### config.mk
export PLATFORM = sky130hd
export DESIGN_NAME = scr1_tcm_dport_arb
export DESIGN_NICKNAME = d
export VERILOG_FILES = /design/src/rtl/scr1_tcm_dport_arb.sv
export SDC_FILE = /design/constraint.sdc
export NUM_CORES = 1
export LEC_CHECK = 0
export BUFFER_PORTS_ARGS = -buffer_cell sky130_fd_sc_hd__buf_2
export CORE_AREA = 4 4 104 106
export DETAILED_ROUTE_END_ITERATION = 8
export DIE_AREA = 0 0 108 110
export PLACE_DENSITY = 0.73
export SYNTH_ARGS = -nofsm -noshare
export SYNTH_HDL_FRONTEND = slang
export SYNTH_SLANG_ARGS = --single-unit
### constraint.sdc
create_clock -name clk -period 1.9 [get_ports clk]
set_input_delay 0.285 -clock clk [delete_from_list [all_inputs] [get_ports clk]]
set_output_delay 0.285 -clock clk [all_outputs]
set_load 0.005 [all_outputs]
### src/rtl/scr1_tcm_dport_arb.sv
// TCM port-B arbiter: shares the data port between the core dmem interface and the
// accelerator, composes core byte lanes and routes each read response back to its owner.
module scr1_tcm_dport_arb #(
  parameter logic [31:0] TCM_SIZE     = 32'h00010000,
  parameter int          ACC_MAX_WAIT = 4,
  parameter int          IDX_W        = $clog2(TCM_SIZE) - 2
) (
  input  logic             clk,
  input  logic             rst_n,
  input  logic             core_req,
  input  logic             core_cmd,
  input  logic [1:0]       core_width,
  input  logic [31:0]      core_addr,
  input  logic [31:0]      core_wdata,
  output logic             core_req_ack,
  output logic [31:0]      core_rdata,
  output logic [1:0]       core_resp,
  input  logic             acc_req,
  input  logic             acc_we,
  input  logic [3:0]       acc_be,
  input  logic [IDX_W-1:0] acc_addr,
  input  logic [31:0]      acc_wdata,
  output logic             acc_gnt,
  output logic             acc_rvalid,
  output logic [31:0]      acc_rdata,
  output logic             mem_ren,
  output logic             mem_wen,
  output logic [3:0]       mem_be,
  output logic [IDX_W-1:0] mem_addr,
  output logic [31:0]      mem_wdata,
  input  logic [31:0]      mem_rdata
);

  typedef enum logic [1:0] {
    RESP_NOTRDY = 2'd0,
    RESP_RDY_OK = 2'd1,
    RESP_RDY_ER = 2'd2
  } resp_e;

  localparam logic [3:0] MAX_WAIT = 4'(ACC_MAX_WAIT);

  logic        core_err;
  logic        acc_win;
  logic        core_win;
  logic        core_legal;
  logic [3:0]  core_be;
  logic [31:0] core_wd;
  logic [3:0]  starve_cnt;
  resp_e       resp_q;
  logic        core_rd_pend;
  logic [1:0]  core_shift;
  logic [31:0] core_rdata_q;
  logic        acc_rd_pend;

  assign core_err = core_req & ((core_addr >= TCM_SIZE)
                              | ((core_width == 2'd1) & core_addr[0])
                              | ((core_width == 2'd2) & (core_addr[1:0] != 2'b00)));

  // A starved accelerator overrides the core's default priority.
  assign acc_win    = acc_req & ((starve_cnt == MAX_WAIT) | ~core_req);
  assign core_win   = core_req & ~acc_win;
  assign core_legal = core_win & ~core_err;

  assign core_req_ack = core_win;
  assign acc_gnt      = acc_win;

  always_comb begin
    // NOTE: every comb output gets a default first so no path can infer a latch.
    core_be = 4'hF;
    core_wd = core_wdata;
    case (core_width)
      2'd0: begin
        core_be = 4'b0001 << core_addr[1:0];
        core_wd = {4{core_wdata[7:0]}};
      end
      2'd1: begin
        core_be = core_addr[1] ? 4'b1100 : 4'b0011;
        core_wd = {2{core_wdata[15:0]}};
      end
      default: ;
    endcase
  end

  always_comb begin
    mem_ren   = 1'b0;
    mem_wen   = 1'b0;
    mem_be    = '0;
    mem_addr  = '0;
    mem_wdata = '0;
    if (acc_win) begin
      mem_ren   = ~acc_we;
      mem_wen   = acc_we;
      mem_be    = acc_be;
      mem_addr  = acc_addr;
      mem_wdata = acc_wdata;
    end else if (core_legal) begin
      mem_ren   = ~core_cmd;
      mem_wen   = core_cmd;
      mem_be    = core_be;
      mem_addr  = core_addr[IDX_W+1:2];
      mem_wdata = core_wd;
    end
  end

  // NOTE: sequential state uses non-blocking assignments so all registers update together.
  always_ff @(posedge clk or negedge rst_n) begin
    if (!rst_n) begin
      starve_cnt <= '0;
    end else if (acc_req & ~acc_win) begin
      if (starve_cnt != MAX_WAIT) starve_cnt <= starve_cnt + 4'd1;
    end else begin
      starve_cnt <= '0;
    end
  end

  // Ownership of the next cycle's read data is tracked per requester.
  always_ff @(posedge clk or negedge rst_n) begin
    if (!rst_n) begin
      resp_q       <= RESP_NOTRDY;
      core_rd_pend <= 1'b0;
      core_shift   <= '0;
      acc_rd_pend  <= 1'b0;
    end else begin
      resp_q       <= core_win ? (core_err ? RESP_RDY_ER : RESP_RDY_OK) : RESP_NOTRDY;
      core_rd_pend <= core_legal & ~core_cmd;
      acc_rd_pend  <= acc_win & ~acc_we;
      if (core_legal & ~core_cmd) core_shift <= core_addr[1:0];
    end
  end

  always_ff @(posedge clk or negedge rst_n) begin
    if (!rst_n) begin
      core_rdata_q <= '0;
    end else if (core_rd_pend) begin
      core_rdata_q <= core_rdata;
    end
  end

  assign core_rdata = core_rd_pend ? (mem_rdata >> {core_shift, 3'b000}) : core_rdata_q;
  assign core_resp  = resp_q;
  assign acc_rvalid = acc_rd_pend;
  assign acc_rdata  = acc_rd_pend ? mem_rdata : '0;

endmodule

; Word-level counts from Yosys, hierarchy flattened
; Cells that the tools add are included.
[totals]
reg_bits = 42
out_inout_bits = 121
elab_cells = 53
in_bits = 154
[op_classes]
n_bitwise = 17
n_shift = 2
mux = 19
n_reduce_logical = 2
n_lt_le_gt_ge = 1
add_sub_neg = 1
eq_ne = 5
[ops]
columns = cell, n
row1 = two-way mux 32 bit, 4
row2 = case mux 32 bit (2 select lines), 1
row3 = ">= comparator 32 x 17 -> 1 bit, second input constant", 1
row4 = >> shifter 32 x 5 -> 32 bit, 1
row5 = two-way mux 14 bit, 2
row6 = two-way mux 4 bit, 5
row7 = AND 1 bit, 9
row8 = case mux 4 bit (2 select lines), 1
row9 = inverter 1 bit, 5
row10 = "adder 4 x 1 -> 4 bit, second input constant", 1
row11 = "equality test 4 x 3 -> 1 bit, second input constant", 1
row12 = two-way mux 1 bit, 4
row13 = two-way mux 2 bit, 2
row14 = "!= test 4 x 3 -> 1 bit, second input constant", 1
row15 = "<< shifter 1 x 2 -> 4 bit, first input constant", 1
row16 = OR 1 bit, 3
row17 = "equality test 2 x 1 -> 1 bit, second input constant", 1
row18 = "equality test 2 bit, second input constant", 1
row19 = logical NOT 2 bit, 1
row20 = "!= test 2 x 1 -> 1 bit, second input constant", 1
row21 = nonzero test 2 bit, 1

; Depth between registers and ports, before layout
[logic_depth]
ltp_word = 9
ltp_mapped = 9
depth_no_buf = 7

; Worst setup path before layout
; No wires, ideal clock.
[synth_timing]
path_kind = reg-to-output
startpoint = register starve_cnt[0]
endpoint = output mem_addr[0]
required_time_ns = 1.615
setup_slack_ns = -0.025
stages_incl_launch_ff = 10
path_buffers = 2
arrival_time_ns = 1.640
cell_sequence = dfrtp_1 > inv_1 > ha_1 > nand2_1 > o21ai_1 > or3_1 > buf_6 > inv_8 > buf_12 > a22o_1
[synth_between]
elab_chain_cells = 8
[synth_lines]
columns = item, line_no
row1 = from (decl), 48  ; logic [3:0] starve_cnt;
row2 = from (signal assigned), 110  ; if (starve_cnt != MAX_WAIT) starve_cnt <= starve_cnt + 4'd1;
row3 = equality test 4 x 3 -> 1 bit (*), 60  ; assign acc_win = acc_req & ((starve_cnt == MAX_WAIT) | ~core_req);
row4 = OR 1 bit (*), 60
row5 = AND 1 bit (*), 60
row6 = inverter 1 bit, 61  ; assign core_win = core_req & ~acc_win;
row7 = AND 1 bit, 61
row8 = AND 1 bit, 62  ; assign core_legal = core_win & ~core_err;
row9 = two-way mux 14 bit, 96  ; end else if (core_legal) begin
row10 = two-way mux 14 bit (*), 90  ; if (acc_win) begin
row11 = to (decl), 29  ; output logic [IDX_W-1:0] mem_addr,
; Every way passes the cells marked *; elsewhere a longest branch is shown, timed or not.

; Final worst setup path
[layout_timing]
startpoint = register starve_cnt[0]
endpoint = output mem_wdata[22]
[layout_between]
elab_chain_cells = 8
[layout_lines]
columns = item, line_no
row1 = equality test 4 x 3 -> 1 bit (*), 60
row2 = OR 1 bit (*), 60
row3 = AND 1 bit (*), 60
row4 = inverter 1 bit, 61
row5 = AND 1 bit, 61
row6 = AND 1 bit, 62
row7 = two-way mux 32 bit, 96
row8 = two-way mux 32 bit (*), 90
row9 = to (decl), 30  ; output logic [31:0] mem_wdata,
; Marks and branches as above.

==> flow_summary_export.csv <==
group,metric,value,unit
outcome,status,"complete, but fails checks",
outcome,violations,"setup timing",
yosys,netlist_instances,402,
detailed_routing,drcViolationCount,0,
clock_tree,clock_sinks,42,
sta,relSlewSlack,0.782,
worst_setup_path,worstPathArrival,1970,ps
yosys,syn_area,3480,um2
final_layout,nets,851,
detailed_routing,drt_iter0_markers,280,
worst_setup_path,cp_slowest_stage_delay,440,ps
floorplanning,die_y,110,um
sta,period_minus_slack,2250,ps
yosys,yosysWarningCount,0,
place,portBuffers,274,
yosys,synthFlopType,"dfrtp_1",
final_layout,final_cells,829,
sta,period_share,1.19,
clock_tree,htree_num_levels,2,
place,dp.cells,804,
sta,slew_viol_final,0,
sta,max_freq,444,MHz
clock_tree,clk_latency,310,ps
power,finalPower,2.24,mW
sta,rsz0062_at_grt,"yes",
detailed_routing,vias,4590,
detailed_routing,drt_first_pass_iters,4,
yosys,syn_avg_cell_area,8.67,um2
grt,grt_pass1_wl,24100,um
place,place_congestion,0.994,
sta,setup_violations,74,
yosys,syn-num-nets,558,
floorplanning,start_util,0.356,
worst_setup_path,path_cells,"inv_1 > ha_2 > nand2_4 > o21ai_4 > or3_4 > buf_8 > o2bb2ai_2 > buf_2",
power,p_leak,3.07,nW
power,max-vdd-ir-drop,0.262,mV
detailed_routing,drt-total-wl,17900,um
final_layout,n_antenna_cell,0,
floorplanning,die_w,108,um
yosys,ys_ff_latch,42,
floorplanning,dieArea,11900,um2
yosys,yosys.area.top_type,"dfrtp_1",
floorplanning,fp.coreArea,9770,um2
worst_setup_path,crit_fanout,10,
worst_setup_path,required,1620,ps
worst_setup_path,criticalPathCategory,"register to output port",
final_layout,area_growth,81.0,%
detailed_routing,drtAntennaViolNets,0,
grt,grt_overflow,0,
clock_tree,clk_pin_slew,80,ps
grt,grt_pass1_vias,4619,
grt,antenna_found_initial,2,
clock_tree,cts_made_buffers,5,
sta,fin_ws,-354,ps
floorplanning,io_pins,275,
flow_run,max_cap_viol_count,0,
floorplanning,rows,36,
final_layout,drive_above_1_share,0.635,
yosys,seq_area_frac_synth,0.302,
yosys,yosysMostFrequentCell,"dfrtp_1",
yosys,synth-edff-count,0,
sta,clock_skew,10.9,ps
worst_setup_path,critical_path.startpoint_type,"register",
yosys,yosys.area.top_type_share,0.302,
power,powerDensity,355,nW/um2
worst_setup_path,slowest_stage,"or3_4",
detailed_routing,wl_per_cell,21.6,um
sta,hold_viol,0,
yosys,synth_cell_types,35,
clock_tree,clock-root-buffer,"clkbuf_8",
clock_tree,cts_buffer_depth,2,
yosys,synth_common_cells,"dfrtp_1, mux2i_1, a21oi_1, a22o_1, and2_1",
clock_tree,cts_tree,"built",
place,dp_hpwl,12400,um
worst_setup_path,cp-end-kind,"output port",
sta,worstMarginPinSlew,324,ps
worst_hold_path,hp-class,"input pin to register",
grt,grt_max_degree,39,
yosys,ys_top_cells_by_area,"dfrtp_1, mux2i_1, a22o_1",
detailed_routing,vias_per_cell,5.54,
yosys,async_flop_share,1.00,
grt,track_usage,0.262,
flip-flops by register name, summed over array words and instances, names as in the netlist:
| name | count |
|---|---|
| core_shift | 2 |
| acc_rvalid | 1 |
| core_rdata_q | 32 |
| core_resp | 2 |
| core_rd_pend | 1 |
| starve_cnt | 4 |
worst paths after layout:
path                       cells after the start             from              end  slack [ps]
setup / recovery                               8    starve_cnt[0]    mem_wdata[22]        -350
hold / removal                                 2         core_cmd     core_rd_pend         220
setup reg to reg                               8    core_shift[1]  core_rdata_q[4]          50
hold reg to reg                                1  core_rdata_q[7]  core_rdata_q[7]         520
max in group asynchronous                      3            rst_n    core_shift[1]        1010
min in group asynchronous                      2            rst_n     core_resp[1]         330
cell type report:
type,instances,area (um2)
fillers,790,3470
multi-input cells,301,2880
repair buffers,323,2010
flip-flops and latches,42,1060
well taps,133,166
inverters,22,95.1
clock buffers,6,82.6
clock inverters,2,12.5
timing repair:
action / in CTS / in global routing
buffers inserted: 12 / 4
gates cloned: 3 / 2
hold buffers: 1 / 0
resized for setup: 127 / 57
endpoints found under the hold margin: 5 / 0
endpoints found under the setup margin: 79 / 80
pin swaps: 28 / 13
per-layer routing:
layer	global-route usage	vias to the layer above	wire length, um
li1	-	2052	-
met2	0.506	292	9510
met1	0.260	2181	5730
met3	0.0757	61	1860
met4	0.113	4	747
met5	0	-	21
metrics by stage:
stage	hold WS [ps]	TNS (ps)	worst slack (ps)	cell area, um2	util
after floorplan	-10.6	-34.5	-1.73	3490	-
after global placement	118	-11760	-343	5100	0.522
after detailed placement	120	-12120	-332	5100	0.522
after CTS	214	-18320	-352	6040	0.618
after global routing	233	-22710	-411	6300	0.645
final	220	-17850	-354	6300	0.645
cell usage in the layout, fill, tap and decap left out, types with 6 or more instances in the layout:
master and n:
clkbuf_8 6, buf_12 8, and2_1 32, a21oi_2 16
inv_1 20, mux2i_4 8, buf_6 15, dfrtp_1 40
buf_2 265, o2bb2ai_4 8, o2bb2ai_2 6, mux2_4 11
mux2i_1 32, nor2_1 19, o22ai_1 15, a22o_1 33
a21oi_4 6, buf_4 28, nand2_1 8, o21ai_0 18
mux2_2 7, a21oi_1 12
cells by family (layout without fill, tap and decap cells):
kind of cell / count (synthesis) / count (layout) / synth area share
AO/OA/AOI/OAI: 140 / 140 / 0.270
flip-flops: 42 / 42 / 0.302
XOR/XNOR: 2 / 2 / 0.00503
buffers and inverters: 59 / 353 / 0.0848
AND/OR/NAND/NOR: 99 / 99 / 0.158
adder cells (fa/ha/maj): 2 / 2 / 0.00718
multiplexers: 58 / 58 / 0.173
worst max-delay path: cells and delay by family (launching register included):
family / cells / cell delay, ps
fa+ha+maj: 1 / 190
compound gates: 2 / 220
simple gates: 2 / 530
flops: 1 / 360
buf+inv: 3 / 370
report_power, final:
group	internal [mW]	total (mW)	switching, mW
Sequential	0.897	0.898	0.00166
Combinational	0.347	0.710	0.362
Clock	0.293	0.631	0.339
No activity file was read; power rests on OpenSTA's default activity.
